### config.mk
export PLATFORM = sky130hd
export DESIGN_NAME = mips_mdu
export DESIGN_NICKNAME = d
export VERILOG_FILES = /design/src/rtl/mips_mdu.sv
export SDC_FILE = /design/constraint.sdc
export NUM_CORES = 1
export LEC_CHECK = 0
export CAP_MARGIN = 30
export CORE_AREA = 5 5 197 199
export DETAILED_ROUTE_END_ITERATION = 7
export DIE_AREA = 0 0 202 204
export MAX_ROUTING_LAYER = met4
export PLACE_DENSITY_LB_ADDON = 0.2
export SYNTH_ARGS = -nofsm -noshare
export SYNTH_HDL_FRONTEND = slang
export SYNTH_SLANG_ARGS = --single-unit
### constraint.sdc
create_clock -name clk -period 17.2 [get_ports clk]
set_input_delay 2.58 -clock clk [delete_from_list [all_inputs] [get_ports clk]]
set_output_delay 2.58 -clock clk [all_outputs]
set_load 0.01 [all_outputs]
### src/rtl/mips_mdu.sv
// mips_mdu: serial multiply/divide unit with HI/LO registers.
// MULT/MULTU/DIV/DIVU are computed one bit per cycle on operand magnitudes.
// A FIX cycle then applies the result signs and writes HI/LO.
// MTHI/MTLO writes are accepted in any state. A result write on the same
// edge takes precedence over them.
// Ports:
//   clk, rst (async, active high)
//   start, op[1:0], a, b  launch; sampled only in IDLE
//                         op: 00 MULT, 01 MULTU, 10 DIV, 11 DIVU
//   flush                 abandon the operation in flight; no HI/LO write
//   hi_we, lo_we, wdata   MTHI / MTLO
//   busy                  operation in flight
//   done                  one-cycle pulse when HI/LO take a result
//   hi, lo                architectural HI/LO
module mips_mdu #(
  parameter int WIDTH = 32
) (
  input  logic             clk,
  input  logic             rst,
  input  logic             start,
  input  logic [1:0]       op,
  input  logic [WIDTH-1:0] a,
  input  logic [WIDTH-1:0] b,
  input  logic             flush,
  input  logic             hi_we,
  input  logic             lo_we,
  input  logic [WIDTH-1:0] wdata,
  output logic             busy,
  output logic             done,
  output logic [WIDTH-1:0] hi,
  output logic [WIDTH-1:0] lo
);

  localparam int CW = $clog2(WIDTH);

  typedef enum logic [1:0] {IDLE, CALC, FIX} state_t;
  state_t state, state_nx;

  logic [CW-1:0]        cnt;
  logic                 last;
  logic                 is_div;
  logic                 neg_q;
  logic                 neg_r;
  logic                 div0;
  logic [WIDTH-1:0]     ma;
  logic [WIDTH-1:0]     mb;
  logic [2*WIDTH-1:0]   acc;

  logic                 signed_op;
  logic [WIDTH-1:0]     a_abs;
  logic [WIDTH-1:0]     b_abs;
  logic [WIDTH:0]       msum;
  logic [WIDTH:0]       trial;
  logic [2*WIDTH-1:0]   mul_step;
  logic [2*WIDTH-1:0]   div_step;
  logic [2*WIDTH-1:0]   prod_fix;
  logic [WIDTH-1:0]     q_mag;
  logic [WIDTH-1:0]     r_mag;
  logic [WIDTH-1:0]     q_fix;
  logic [WIDTH-1:0]     r_fix;
  logic [WIDTH-1:0]     hi_res;
  logic [WIDTH-1:0]     lo_res;

  // Operand conditioning. op[0] set means an unsigned op.
  assign signed_op = ~op[0];
  assign a_abs     = (signed_op && a[WIDTH-1]) ? -a : a;
  assign b_abs     = (signed_op && b[WIDTH-1]) ? -b : b;

  // Multiply: acc = {partial product, remaining multiplier bits}.
  // The add is one bit wider so that its carry shifts into the top bit.
  assign msum     = {1'b0, acc[2*WIDTH-1:WIDTH]} + (acc[0] ? {1'b0, ma} : '0);
  assign mul_step = {msum, acc[WIDTH-1:1]};

  // Restoring divide: acc = {remainder, dividend bits / quotient bits}.
  // Bit WIDTH of the trial difference is set when the subtraction would go negative.
  assign trial    = {acc[2*WIDTH-1:WIDTH], acc[WIDTH-1]} - {1'b0, mb};
  assign div_step = trial[WIDTH] ? {acc[2*WIDTH-2:0], 1'b0}
                                 : {trial[WIDTH-1:0], acc[WIDTH-2:0], 1'b1};

  // Sign fix. Both neg flags are cleared for unsigned ops.
  // With a zero divisor, the remainder magnitude is |a|. The sign fix then
  // restores the raw dividend.
  assign prod_fix = neg_q ? -acc : acc;
  assign q_mag    = acc[WIDTH-1:0];
  assign r_mag    = acc[2*WIDTH-1:WIDTH];
  assign q_fix    = neg_q ? -q_mag : q_mag;
  assign r_fix    = neg_r ? -r_mag : r_mag;
  assign hi_res   = is_div ? r_fix : prod_fix[2*WIDTH-1:WIDTH];
  assign lo_res   = is_div ? (div0 ? '1 : q_fix) : prod_fix[WIDTH-1:0];

  always_ff @(posedge clk or posedge rst) begin
    if (rst) state <= IDLE;
    else     state <= state_nx;
  end

  // CALC holds one extra cycle after the final iteration. This keeps the
  // start-to-result latency at WIDTH+2 edges, which the controller's stall
  // timing assumes.
  always_comb begin
    state_nx = state;
    case (state)
      IDLE:    if (start) state_nx = CALC;
      CALC:    if (flush) state_nx = IDLE;
               else if (last) state_nx = FIX;
      FIX:     state_nx = IDLE;
      default: state_nx = IDLE;
    endcase
  end

  always_comb begin
    busy = (state != IDLE);
  end

  always_ff @(posedge clk or posedge rst) begin
    if (rst) begin
      cnt    <= '0;
      last   <= 1'b0;
      is_div <= 1'b0;
      neg_q  <= 1'b0;
      neg_r  <= 1'b0;
      div0   <= 1'b0;
      ma     <= '0;
      mb     <= '0;
      acc    <= '0;
      hi     <= '0;
      lo     <= '0;
      done   <= 1'b0;
    end else begin
      done <= 1'b0;
      if (hi_we) hi <= wdata;
      if (lo_we) lo <= wdata;
      case (state)
        IDLE: if (start) begin
          ma     <= a_abs;
          mb     <= b_abs;
          acc    <= {{WIDTH{1'b0}}, (op[1] ? a_abs : b_abs)};
          is_div <= op[1];
          neg_q  <= signed_op & (a[WIDTH-1] ^ b[WIDTH-1]);
          neg_r  <= signed_op & a[WIDTH-1];
          div0   <= (b == '0);
          cnt    <= CW'(WIDTH - 1);
          last   <= 1'b0;
        end
        CALC: if (!flush && !last) begin
          acc <= is_div ? div_step : mul_step;
          cnt <= cnt - 1'b1;
          if (cnt == '0) last <= 1'b1;
        end
        FIX: if (!flush) begin
          hi   <= hi_res;
          lo   <= lo_res;
          done <= 1'b1;
        end
        default: ;
      endcase
    end
  end

endmodule
**Word level (Yosys, flattened, before mapping)**

Index checks and enable logic that the tools add are counted.

- ROM bits: 0
- Bits in latches: 0
- Bits in registers: 205
- Memories kept: 0
- Logic and storage cells: 79
- RAM bits: 0
- Output and inout bits: 66

- Bitwise gates (word level): 4
- Multiply operators: 0
- Equality and inequality tests: 6
- Reductions and logical operators: 14
- $lt $le $gt $ge: 0
- Mux-type cells: 34
- Shifts and indexed selects: 0
- Divide/modulo/power cells: 0
- Add/sub/neg operators: 8

Operator list:

| kind | number |
|---|---|
| 2-to-1 mux 32 bit | 15 |
| 2-to-1 mux 64 bit | 5 |
| negator 32 bit | 4 |
| one-hot mux 64 bit (2 select lines) | 1 |
| negator 64 bit | 1 |
| adder 32 x 32 -> 33 bit | 1 |
| subtractor 33 x 32 -> 33 bit | 1 |
| logical NOT 32 bit | 1 |
| 2-to-1 mux 5 bit | 2 |
| one-hot mux 5 bit (2 select lines) | 1 |
| 2-to-1 mux 2 bit | 3 |
| inequality test 2 bit (second input constant) | 3 |
| logical NOT 5 bit | 1 |
| 2-to-1 mux 1 bit | 5 |
| subtractor 5 x 1 -> 5 bit (second input constant) | 1 |
| one-hot mux 2 bit (2 select lines) | 1 |
| AND reduction 2 bit | 2 |
| AND reduction 4 bit | 1 |
| nonzero test 2 bit | 2 |
| logical AND 1 bit | 3 |
| inequality test 3 bit (second input constant) | 1 |
| AND reduction 3 bit | 1 |
| bitwise AND 1 bit | 2 |
| == test 2 x 1 -> 1 bit (second input constant) | 1 |
| other kinds (6) | 7 |

**Longest topological paths before layout**

- Depth after elaboration: 6
- Mapped depth: 14

**Worst setup path after synthesis**

No wires, ideal clock.

- Path kind: input -> register
- Start point: in a[17]
- End point: reg acc[29]
- Library setup time: 126 ps
- Arrival time: 4703 ps
- Stages: 8
- Buffers on the path: 0
- Data required time: 17074 ps
- Slack: 12371 ps
- Cells stage by stage: or4_4 > or4b_4 > nor4_4 > nand2_2 > o41ai_4 > xor2_1 > a21oi_1 > a221o_1

- Longest elaborated chain between the ends: 5

Ends and longest elaborated chain:

| what | RTL line | RTL |
|---|---|---|
| start: declaration | 22 | `input logic [WIDTH-1:0] a,` |
| negator 32 bit | 66 | `assign a_abs = (signed_op && a[WIDTH-1]) ? -a : a;` |
| 2-to-1 mux 32 bit | 66 |  |
| 2-to-1 mux 32 bit | 136 | `acc <= {{WIDTH{1'b0}}, (op[1] ? a_abs : b_abs)};` |
| 2-to-1 mux 64 bit | 133 | `IDLE: if (start) begin` |
| one-hot mux 64 bit (2 select lines) | 132 | `case (state)` |
| end signal: assignment | 136 |  |
| end signal: assignment | 145 | `acc <= is_div ? div_step : mul_step;` |
| end: declaration | 47 | `logic [2*WIDTH-1:0] acc;` |

No other way between the ends. The select of a mux whose other input is x is not followed.
A chain may end at the register's enable or synchronous reset.

**Worst setup path after layout**

- Start point: in b[3]
- End point: reg acc[25]

- Longest elaborated chain between the ends: 5

Ends and longest elaborated chain:

| what | RTL line | RTL |
|---|---|---|
| start: declaration | 23 | `input logic [WIDTH-1:0] b,` |
| negator 32 bit | 67 | `assign b_abs = (signed_op && b[WIDTH-1]) ? -b : b;` |
| 2-to-1 mux 32 bit | 67 |  |
| 2-to-1 mux 32 bit | 136 |  |
| 2-to-1 mux 64 bit | 133 |  |
| one-hot mux 64 bit (2 select lines) | 132 |  |

No other way between the ends. The select of a mux whose other input is x is not followed.

==> results.py <==
metrics = {
    "die": {
        "io_pins": 170,
        "initial_core_util": 0.442,
        "die_h_um": 204,
        "die_w_um": 202,
        "dieArea_um2": 41200,
        "core-area_um2": 37000,
        "num_rows": 71,
    },
    "grt": {
        "grt_pass1_vias": 14900,
        "grt_overflow": 0,
        "track_usage": 0.294,
        "grt_max_degree": 105,
        "grt_pass1_wl_mm": 92.0,
        "antenna_found_initial": 0,
    },
    "setup_path": {
        "startpoint_type": "input port",
        "timing.rr.start": "acc[31]$_DFFE_PP0P_",
        "cp_slowest_cell": "nor4_2",
        "ff2ff_path_depth": 13,
        "max_stage_delay_ns": 0.51,
        "r2r-end": "acc[55]$_DFFE_PP0P_",
        "path_max_fanout": 5,
        "crit_cells": 10,
        "rrSetupSlack_ns": 12.55,
        "arrival_ns": 5.60,
        "worstPathRequired_ns": 17.60,
        "cp_top_family": "simple AND/OR/NAND/NOR gates",
        "path_cells": "clkdlybuf4s50_1 -> nor4_2 -> nand4b_1 -> nor3_2 -> nand3b_1 -> o21ai_0 -> xor2_1 -> nor3_1 -> a311oi_1 -> a21oi_1",
        "endpoint_kind": "register",
        "path_buf_inv": 1,
        "path_class": "in2reg",
    },
    "routing": {
        "drcViolationCount": 0,
        "postRouteAntennaNets": 0,
        "drt_wl_total_mm": 61.1,
        "vias_per_cell": 6.16,
        "dr.pass1.iters": 5,
        "drt-initial-drc-count": 1429,
        "num_vias": 15700,
        "routedWlPerCell_um": 24.0,
    },
    "clock_network": {
        "cts.clk_slew.worst_paths_ns": 0.06,
        "cts_made_buffers": 25,
        "cts_max_level": 1,
        "clockRootBuffer": "clkbuf_16",
        "cts_sinks": 205,
        "tritoncts": "done",
        "clk_latency_ns": 0.54,
        "cts_resized": 0,
        "clk_path_buf_depth": 3,
        "cts_hold_buf": 0,
        "cts_setup_buffers": 0,
    },
    "yosys": {
        "synth_ff_type": "dfrtp_1",
        "synth_area_um2": 16400,
        "ys_ff_latch": 205,
        "synth-adder-area-share": 0.0559,
        "syn_nets": 2127,
        "synth_top_family_by_area": "compound AO/OA/AOI/OAI gates",
        "netlist_instances": 1951,
        "seq_area_frac_synth": 0.313,
        "synth-async-reset-ratio": 1.00,
        "yosysMostFrequentCell": "dfrtp_1",
        "synth-edff-count": 0,
        "ys_types": 90,
        "yosys.area_share.simple": 0.172,
        "synth-xor-area-share": 0.0925,
        "synthMuxAreaShare": 0.0847,
        "syn_area_per_cell_um2": 8.39,
        "ys_top_cells_by_count": "dfrtp_1 (205), nand2_1 (194), o21ai_0 (190)",
        "netlist_top_cells_area": "dfrtp_1 (31%), mux2i_1 (8.2%), o21ai_0 (5.8%)",
        "synth_top_area_share": 0.313,
        "yosys.area.top_type": "dfrtp_1",
        "synth_compound_area_frac": 0.236,
        "yosysWarnings": 0,
    },
    "pwr": {
        "ir_drop_v": 0.000154,
        "total_power_mw": 3.50,
        "powerDensity_nw_per_um2": 182,
        "power.leakage_nw": 8.23,
    },
    "min_path": {
        "hold_end": "ma[2]$_DFFE_PP0P_",
        "hold_depth": 2,
        "hp-start": "ma[2]$_DFFE_PP0P_",
        "hold_path_class": "reg2reg",
    },
    "place": {
        "io_buffers": 169,
        "gp_congestion": 0.968,
        "hpwl_mm": 47.0,
    },
    "cells_and_area": {
        "antenna_cells": 0,
        "fill_cells": 3544,
        "drive_gt1_frac": 0.0508,
        "layout.nets": 2226,
        "area_growth_pct": 17.8,
    },
    "sta": {
        "hold_violations": 0,
        "max_freq_ghz": 0.192,
        "period_share": 0.302,
        "setup_violations": 0,
        "slew_viol_final": 0,
        "rsz0062_at_grt": "false",
        "min_period_ns": 5.20,
        "fin_skew_ns": 0.0107,
        "relSlewSlack": 0.383,
        "tightest_slew_ns": 0.926,
        "setup_tns_ns": 0,
    },
    "run": {
        "maxCapViolCount": 0,
    },
    "run_status": {
        "outcome": "finished clean",
    },
}
worst max-delay path by stage:
| stage | from | to |
|---|---|---|
| 2_1_floorplan | rst | acc[0]$_DFFE_PP0P_ |
| 3_3_place_gp | a[15] | acc[31]$_DFFE_PP0P_ |
| 3_5_place_dp | b[3] | acc[25]$_DFFE_PP0P_ |
| 4_1_cts | b[7] | acc[25]$_DFFE_PP0P_ |
| 5_1_grt | b[7] | acc[25]$_DFFE_PP0P_ |
| 6_report | b[3] | acc[25]$_DFFE_PP0P_ |
flip-flops by register name, summed over array words and instances, names as in the netlist, 2 cells and up:
| name | cells |
|---|---|
| mb | 32 |
| hi | 32 |
| state | 2 |
| lo | 32 |
| acc | 64 |
| cnt | 5 |
| ma | 32 |
cells by family after synthesis:
kind of cell	count (synthesis)
and+or+nand+nor	568
DFF	205
muxes	138
buffers and inverters	188
xor gates and xnor gates	173
AOI/OAI and AO/OA	607
adders and majority gates	72
power by group:
group,switching (mW),internal (mW)
sequential,0.267,0.653
clock,0.216,0.328
combinational,1.25,0.791
total,1.73,1.77
metal layers:
| metal | track usage | vias to the layer above | part of all wire |
|---|---|---|---|
| met5 | - | - | 0 |
| li1 | - | 7269 | - |
| met2 | 0.447 | 656 | 0.45 |
| met1 | 0.403 | 7649 | 0.44 |
| met4 | 0.0945 | 0 | 0.034 |
| met3 | 0.0506 | 83 | 0.079 |
layout make-up:
cell class | count | area (µm²) | share of cell area
multi-input combinational | 1558 | 10500 | 0.546
sequential | 205 | 5130 | 0.266
timing repair buffer | 192 | 1950 | 0.101
clock buffer | 34 | 699 | 0.0363
tap | 474 | 593 | 0.0308
inverter | 68 | 263 | 0.0136
clock inverter | 9 | 126 | 0.00655
layout by cell type, fill, tap and decap left out, types with 9 or more instances in the layout:
master,n
a211oi_1,21
a21o_1,25
a21oi_1,147
a22oi_1,54
a31oi_1,16
and2_1,37
buf_4,17
clkbuf_16,25
clkdlybuf4s50_1,166
dfrtp_1,204
ha_1,70
inv_1,65
mux2i_1,134
nand2_1,193
nand2b_1,27
nand3_1,27
nand4_1,9
nor2_1,122
nor2b_1,19
nor3_1,39
nor4_1,16
o21a_1,9
o21ai_0,190
o21ai_1,10
o21bai_1,15
o31ai_1,23
o41ai_1,14
or3_1,18
or4_1,12
xnor2_1,81
xor2_1,92
through the flow:
stage | hold slack [ns] | instance area [µm²] | setup slack [ns] | std cells | utilization
finish | 0.473 | 19300 | 12.00 | 2540 | 0.521
CTS | 0.476 | 19200 | 12.11 | 2536 | 0.518
floorplan | 0.438 | 16400 | 9.02 | 1951 | -
detailed placement | 0.464 | 18400 | 11.55 | 2493 | 0.496
global placement | 0.454 | 18300 | 11.66 | 2491 | 0.494
global route | 0.510 | 19300 | 11.79 | 2540 | 0.521
tightest hold or removal path: stages (launching register included):
cell	delay [ns]
dfrtp_1	0.34
nand2_1	0.04
o21ai_0	0.06
Power figures use the tool's default switching activity.
